File: src/rtl/mem_read_arbiter_pkg.sv
// Shared types and AXI constants for the read-channel arbiter.
// State encoding, AXI burst/response codes and the latched request record.
package mem_read_arbiter_pkg;

    typedef enum logic [1:0] {
        ST_IDLE = 2'd0,
        ST_ADDR = 2'd1,
        ST_DATA = 2'd2
    } rd_state_e;

    localparam logic [1:0] BURST_INCR = 2'b01;
    localparam logic [1:0] RESP_OKAY  = 2'b00;

    typedef struct packed {
        logic [31:0] addr;
        logic [3:0]  len;
        logic [2:0]  size;
    } mem_read_req_t;

    // True when both byte addresses fall in the same cache line.
    function automatic logic same_line(input logic [31:0] a, input logic [31:0] b,
                                       input int unsigned off);
        return (a >> off) == (b >> off);
    endfunction

endpackage

File: src/rtl/mem_read_arbiter_rr_arbiter.sv
// Combinational round-robin picker: first request at or after ptr_i, wrapping.
// Shared with the write engine, so it carries no state of its own.
module rr_arbiter #(
    parameter  int NUM_PORTS = 4,
    localparam int IDX_W     = $clog2(NUM_PORTS)
) (
    input  logic [NUM_PORTS-1:0] req_i,
    input  logic [IDX_W-1:0]     ptr_i,
    output logic [NUM_PORTS-1:0] grant_o,
    output logic [IDX_W-1:0]     idx_o,
    output logic                 any_o
);

    always_comb begin
        grant_o = '0;
        idx_o   = '0;
        any_o   = 1'b0;
        for (int i = 0; i < NUM_PORTS; i++) begin
            if (!any_o && req_i[i] && (i >= int'(ptr_i))) begin
                any_o      = 1'b1;
                grant_o[i] = 1'b1;
                idx_o      = IDX_W'(i);
            end
        end
        // Second pass covers the wrap: nothing at or above ptr_i was pending.
        for (int i = 0; i < NUM_PORTS; i++) begin
            if (!any_o && req_i[i]) begin
                any_o      = 1'b1;
                grant_o[i] = 1'b1;
                idx_o      = IDX_W'(i);
            end
        end
    end

endmodule

File: src/rtl/mem_read_arbiter.sv
// AXI4 read front end: round-robin over NUM_PORTS requesters, one burst in flight.
// Define MEM_READ_RAW_CHECK_EN to hold back reads hitting the line being written.
module mem_read_arbiter
    import mem_read_arbiter_pkg::*;
#(
    parameter int NUM_PORTS        = 4,
    parameter int ID_WIDTH         = 4,
    parameter int LINE_BYTE_OFFSET = 6
) (
    input  logic                       i_clk,
    input  logic                       i_rst,
    input  logic [NUM_PORTS-1:0]       i_req_valid,
    input  logic [NUM_PORTS-1:0][31:0] i_req_addr,
    input  logic [NUM_PORTS-1:0][3:0]  i_req_len,
    input  logic [NUM_PORTS-1:0][2:0]  i_req_size,
    output logic [NUM_PORTS-1:0]       o_req_ready,
    output logic [NUM_PORTS-1:0]       o_resp_valid,
    output logic [31:0]                o_resp_data,
    output logic                       o_resp_last,
    output logic                       o_resp_err,
    output logic                       o_proto_err,
    output logic                       o_idle,
    input  logic                       i_write_busy,
    input  logic [31:0]                i_write_addr,
    output logic [ID_WIDTH-1:0]        arid,
    output logic [31:0]                araddr,
    output logic [7:0]                 arlen,
    output logic [2:0]                 arsize,
    output logic [1:0]                 arburst,
    output logic                       arlock,
    output logic [3:0]                 arcache,
    output logic [2:0]                 arprot,
    output logic                       arvalid,
    input  logic                       arready,
    input  logic [ID_WIDTH-1:0]        rid,
    input  logic [31:0]                rdata,
    input  logic [1:0]                 rresp,
    input  logic                       rlast,
    input  logic                       rvalid,
    output logic                       rready
);

    localparam int IDX_W = $clog2(NUM_PORTS);

    rd_state_e            state_q, state_d;
    logic [IDX_W-1:0]     rr_ptr_q, rr_ptr_d;
    logic [IDX_W-1:0]     grant_q, grant_d;
    mem_read_req_t        req_q, req_d, sel_req;
    logic [3:0]           cnt_q, cnt_d;
    logic                 perr_q, perr_d;

    logic [NUM_PORTS-1:0] hazard_mask, eligible, arb_grant;
    logic [IDX_W-1:0]     arb_idx;
    logic                 arb_any, beat;

`ifdef MEM_READ_RAW_CHECK_EN
    always_comb begin
        hazard_mask = '0;
        for (int p = 0; p < NUM_PORTS; p++)
            hazard_mask[p] = i_write_busy &&
                             same_line(i_req_addr[p], i_write_addr, LINE_BYTE_OFFSET);
    end
`else
    // Write-side ports are kept for interface stability but have no effect here.
    localparam int unused_line_off = LINE_BYTE_OFFSET;
    logic unused_write;
    assign unused_write = ^{i_write_busy, i_write_addr};
    assign hazard_mask  = '0;
`endif

    assign eligible = i_req_valid & ~hazard_mask;

    rr_arbiter #(.NUM_PORTS(NUM_PORTS)) u_arb (
        .req_i   (eligible),
        .ptr_i   (rr_ptr_q),
        .grant_o (arb_grant),
        .idx_o   (arb_idx),
        .any_o   (arb_any)
    );

    always_comb begin
        sel_req = '0;
        for (int p = 0; p < NUM_PORTS; p++)
            if (arb_grant[p]) sel_req = '{addr: i_req_addr[p], len: i_req_len[p], size: i_req_size[p]};
    end

    assign beat = (state_q == ST_DATA) && rvalid;

    always_comb begin
        state_d     = state_q;
        rr_ptr_d    = rr_ptr_q;
        grant_d     = grant_q;
        req_d       = req_q;
        cnt_d       = cnt_q;
        perr_d      = perr_q;
        o_req_ready = '0;
        case (state_q)
            ST_IDLE: begin
                if (arb_any) begin
                    grant_d = arb_idx;
                    req_d   = sel_req;
                    state_d = ST_ADDR;
                end
            end
            ST_ADDR: begin
                if (arready) begin
                    o_req_ready = NUM_PORTS'(1) << grant_q;
                    cnt_d       = req_q.len;
                    rr_ptr_d    = (grant_q == IDX_W'(NUM_PORTS - 1)) ? '0 : grant_q + 1'b1;
                    state_d     = ST_DATA;
                end
            end
            ST_DATA: begin
                if (rvalid) begin
                    if (rid != ID_WIDTH'(grant_q)) perr_d = 1'b1;
                    if (rlast) begin
                        if (cnt_q != 4'd0) perr_d = 1'b1;
                        state_d = ST_IDLE;
                    end else if (cnt_q == 4'd0) begin
                        // Slave overran the burst; keep routing until it finally asserts rlast.
                        perr_d = 1'b1;
                    end else begin
                        cnt_d = cnt_q - 4'd1;
                    end
                end
            end
            default: state_d = ST_IDLE;
        endcase
    end

    always_ff @(posedge i_clk) begin
        if (i_rst) begin
            state_q  <= ST_IDLE;
            rr_ptr_q <= '0;
            grant_q  <= '0;
            req_q    <= '0;
            cnt_q    <= '0;
            perr_q   <= 1'b0;
        end else begin
            state_q  <= state_d;
            rr_ptr_q <= rr_ptr_d;
            grant_q  <= grant_d;
            req_q    <= req_d;
            cnt_q    <= cnt_d;
            perr_q   <= perr_d;
        end
    end

    assign arvalid = (state_q == ST_ADDR);
    assign arid    = ID_WIDTH'(grant_q);
    assign araddr  = req_q.addr;
    assign arlen   = {4'd0, req_q.len};
    assign arsize  = req_q.size;
    assign arburst = BURST_INCR;
    assign arlock  = 1'b0;
    assign arcache = 4'b0000;
    assign arprot  = 3'b000;
    assign rready  = (state_q == ST_DATA);

    assign o_resp_valid = beat ? (NUM_PORTS'(1) << grant_q) : '0;
    assign o_resp_data  = beat ? rdata : '0;
    assign o_resp_last  = beat && rlast;
    assign o_resp_err   = beat && (rresp != RESP_OKAY);
    assign o_proto_err  = perr_q;
    assign o_idle       = (state_q == ST_IDLE) && (i_req_valid == '0);

endmodule

File: config.mk
export PLATFORM = sky130hd
export DESIGN_NAME = mem_read_arbiter
export DESIGN_NICKNAME = d
export VERILOG_FILES = /design/src/rtl/mem_read_arbiter_pkg.sv /design/src/rtl/mem_read_arbiter_rr_arbiter.sv /design/src/rtl/mem_read_arbiter.sv
export SDC_FILE = /design/constraint.sdc
export NUM_CORES = 1
export LEC_CHECK = 0
export CORE_AREA = 2 2 132 134
export CTS_CLUSTER_DIAMETER = 80
export DETAILED_ROUTE_END_ITERATION = 7
export DIE_AREA = 0 0 134 136
export DONT_BUFFER_PORTS = 1
export GPL_ROUTABILITY_DRIVEN = 0
export PLACE_DENSITY_LB_ADDON = 0.15
export SLEW_MARGIN = 20
export SYNTH_ARGS = -nofsm -noshare
export SYNTH_HDL_FRONTEND = slang
export SYNTH_HIERARCHICAL = 1
export SYNTH_SLANG_ARGS = --single-unit
File: constraint.sdc
create_clock -name i_clk -period 2.2 [get_ports i_clk]
set_input_delay 0.22 -clock i_clk [delete_from_list [all_inputs] [get_ports i_clk]]
set_output_delay 0.22 -clock i_clk [all_outputs]
set_load 0.02 [all_outputs]
==> results.sh <==
export IMPL_outcome="completed"
export IMPL_clock_power_share_pct=34.3
export IMPL_arrival_ns=2.27
export IMPL_cp_start_kind="flip-flop"
export IMPL_synth_top_area_share_pct=25.7
export IMPL_yosysSeqAreaShare_pct=25.7
export IMPL_rows=48
export IMPL_grt_pass1_wl_um=21300
export IMPL_dr_pass1_iters=4
export IMPL_min_period_ns=2.04
export IMPL_ys_warn_count=6
export IMPL_cap_violations=0
export IMPL_dieArea_mm2=0.0182
export IMPL_synth_area_leaders="dfxtp_1 26%, a221oi_1 9.2%, nand3b_1 7.9%"
export IMPL_fmax_mhz=490
export IMPL_drtAntennaViolNets=0
export IMPL_fin_util_pct=25.5
export IMPL_via_per_inst=5.36
export IMPL_power_switching_mw=1.08
export IMPL_seqPwrFrac_pct=39.9
export IMPL_ys_ff_latch=50
export IMPL_wl_per_cell_um=20.8
export IMPL_antenna_cells=0
export IMPL_slew_violations=0
export IMPL_required_ns=2.43
export IMPL_track_usage_pct=15.5
export IMPL_ys_flop_type="dfxtp_1"
export IMPL_power_density_mw_per_mm2=720
export IMPL_yosysTopAreaCell="dfxtp_1"
export IMPL_antenna_found_initial=6
export IMPL_slowest_delay_ns=0.42
export IMPL_hold_class="input pin to flip-flop"
export IMPL_final_period_utilization_pct=92.8
export IMPL_drt_wl_total_um=15200
export IMPL_clk_latency_ns=0.30
export IMPL_cts_htree_levels=2
export IMPL_dr_total_vias=3931
export IMPL_fillers=1866
export IMPL_fin_nets=748
export IMPL_coreArea_mm2=0.0169
export IMPL_die_w_um=134
export IMPL_hold_violations=0
export IMPL_slowest_stage="dfxtp_2"
export IMPL_pwr_share_comb_pct=25.8
export IMPL_io_pins=339
export IMPL_cts_tree="built"
export IMPL_syn_avg_cell_area_um2=7.23
export IMPL_worst_setup_path_type="flip-flop to flip-flop"
export IMPL_final_area_mm2=0.00431
export IMPL_grt_max_degree=79
export IMPL_crit_fanout=39
export IMPL_drive_gt1_share_pct=8.66
export IMPL_netlist_instances=538
export IMPL_synth_distinct_cells=43
export IMPL_syn_to_final_growth_pct=10.9
export IMPL_drc=0
export IMPL_ys_top_cells_by_count="52 x a21oi_1, 50 x dfxtp_1, 49 x nor2_1"
export IMPL_cp_end_kind="flip-flop"
export IMPL_postPlaceCellArea_mm2=0.00404
export IMPL_ctsRootBufferMaster="clkbuf_16"
export IMPL_die_h_um=136
export IMPL_yosysMostFrequentCell="a21oi_1"
export IMPL_setup_viol=0
export IMPL_worst_pin_slew_ns=0.648
export IMPL_path_cells="nand2b_1 > nand2_1 > and3_2 > buf_12 > nand3b_1 > a221oi_2 > buf_4 > a211oi_1 > nor3_1"
export IMPL_grt_pass1_vias=3565
export IMPL_clk_path_buf_depth=2
export IMPL_drt_iter0_markers=193
export IMPL_p_leak_nw=1.75
export IMPL_synth_edf_count=0
export IMPL_gr_total_overflow=0
export IMPL_irDropWorstVdd_v=0.000258
export IMPL_postCtsSetupBuffers=0
export IMPL_synth_area_mm2=0.00389
export IMPL_async_reset_ff_share_pct=0
export IMPL_maxSlewHeadroom_pct=56.4
export IMPL_io_buffer_count=0
export IMPL_fin_skew_ns=0.00537
export IMPL_start_util_pct=23.0
export IMPL_place_hpwl_um=11100
export IMPL_cts_buffers=5
export IMPL_clk_pin_slew_ns=0.07
export IMPL_swShare_pct=34.8
export IMPL_rsz0062_at_grt="false"
export IMPL_cts_sinks=50
export IMPL_cell_internal_pwr_mw=2.03
==> worst paths after layout <==
| check | startpoint | end | slack [ns] | depth (start not counted) |
|---|---|---|---|---|
| worst max-delay path | rr_ptr_q[1]$_SDFFE_PP0P_ | araddr[2]$_SDFFE_PP0P_ | 0.16 | 9 |
| worst min-delay path | i_rst | o_proto_err$_SDFFE_PP0P_ | 0.08 | 1 |
| worst max register to register | rr_ptr_q[1]$_SDFFE_PP0P_ | araddr[2]$_SDFFE_PP0P_ | 0.16 | 9 |
| worst min register to register | cnt_q[1]$_SDFFE_PP0P_ | cnt_q[1]$_SDFFE_PP0P_ | 0.49 | 2 |
==> kinds of logic (layout without fill, tap and decap cells) <==
kind of cell	count (synthesis)	in the layout	share of synthesized area, %
simple gates	205	205	29.2
compound gates	150	150	27.4
buf+inv	120	76	14.4
flops	50	50	25.7
fa+ha+maj	5	5	1.61
xor+xnor	3	3	0.676
mux	3	3	0.804
other cells	2	16	0.193
==> critical path: cells and delay by family (launching register included) <==
| family | cells | cell delay, ns |
|---|---|---|
| AO/OA/AOI/OAI | 2 | 0.36 |
| buffers and inverters | 2 | 0.35 |
| flip-flops | 1 | 0.42 |
| AND/OR/NAND/NOR | 5 | 0.81 |
==> stage by stage <==
stage | setup slack (ns) | setup TNS, ns | cells | power [mW] | hold WS [ns]
final | 0.158 | 0 | 733 | 3.11 | 0.0832
after global routing | 0.00745 | 0 | 733 | 3.30 | 0.0767
after CTS | 0.0503 | 0 | 731 | 3.14 | 0.0702
after detailed placement | -0.0156 | -0.0156 | 721 | 2.03 | 0.302
after global placement | 0.0631 | 0 | 721 | 2.02 | 0.300
after floorplan | 0.312 | 0 | 552 | 1.86 | 0.402
==> registers in the layout, indices dropped and copies added, names as in the netlist <==
signal       cells
grant_q          2
cnt_q            4
rr_ptr_q         2
araddr          32
arsize           3
o_proto_err      1
arlen            4
state_q          2
==> power by group through the flow <==
stage	logic (mW)	clock network (mW)	registers [mW]
final	0.802	1.06	1.24
after global routing	0.898	1.15	1.26
after CTS	0.793	1.11	1.24
after detailed placement	0.766	0	1.26
after global placement	0.756	0	1.27
after floorplan	0.645	0	1.21
==> timing repair <==
action,CTS,global route
resized for setup,2,3
hold buffers,2,0
endpoints found under the setup margin,5,23
gates cloned,0,2
endpoints found under the hold margin,47,0
==> cell type report <==
| class | instances | area (um^2) | share of cell area [%] |
|---|---|---|---|
| Inverter | 46 | 176 | 4.09 |
| Clock inverter | 2 | 60.1 | 1.39 |
| Sequential cell | 50 | 1000 | 23.3 |
| Clock buffer | 6 | 139 | 3.22 |
| Timing Repair inverter | 1 | 5.00 | 0.116 |
| Multi-Input combinational cell | 382 | 2390 | 55.5 |
| Tap cell | 225 | 282 | 6.53 |
| Timing Repair Buffer | 21 | 253 | 5.86 |
==> layout by cell type (no fill, tap or decap), types with 2 or more instances in the layout <==
cell and instances:
a211oi_1 39, a21oi_1 52, a221oi_1 40, a221oi_2 2, and2_1 2, and3_1 41, buf_12 6, buf_4 13
bufinv_16 2, clkbuf_16 6, conb_1 16, dfxtp_1 48, dfxtp_2 2, ha_1 5, inv_1 45, mux2i_1 2
nand2_1 17, nand3b_1 41, nor2_1 49, nor2b_1 4, nor3_1 43, o21ai_0 3, o21ai_1 2, xor2_1 2
==> layer usage <==
| metal | up-vias | GRT usage, % | routed length, um |
|---|---|---|---|
| li1 | 1848 | - | - |
| met1 | 1794 | 17.0 | 5880 |
| met2 | 266 | 29.5 | 7860 |
| met3 | 23 | 4.10 | 1250 |
| met4 | 0 | 3.72 | 239 |
| met5 | - | 0 | 0 |
No activity file was read; power rests on OpenSTA's default activity.
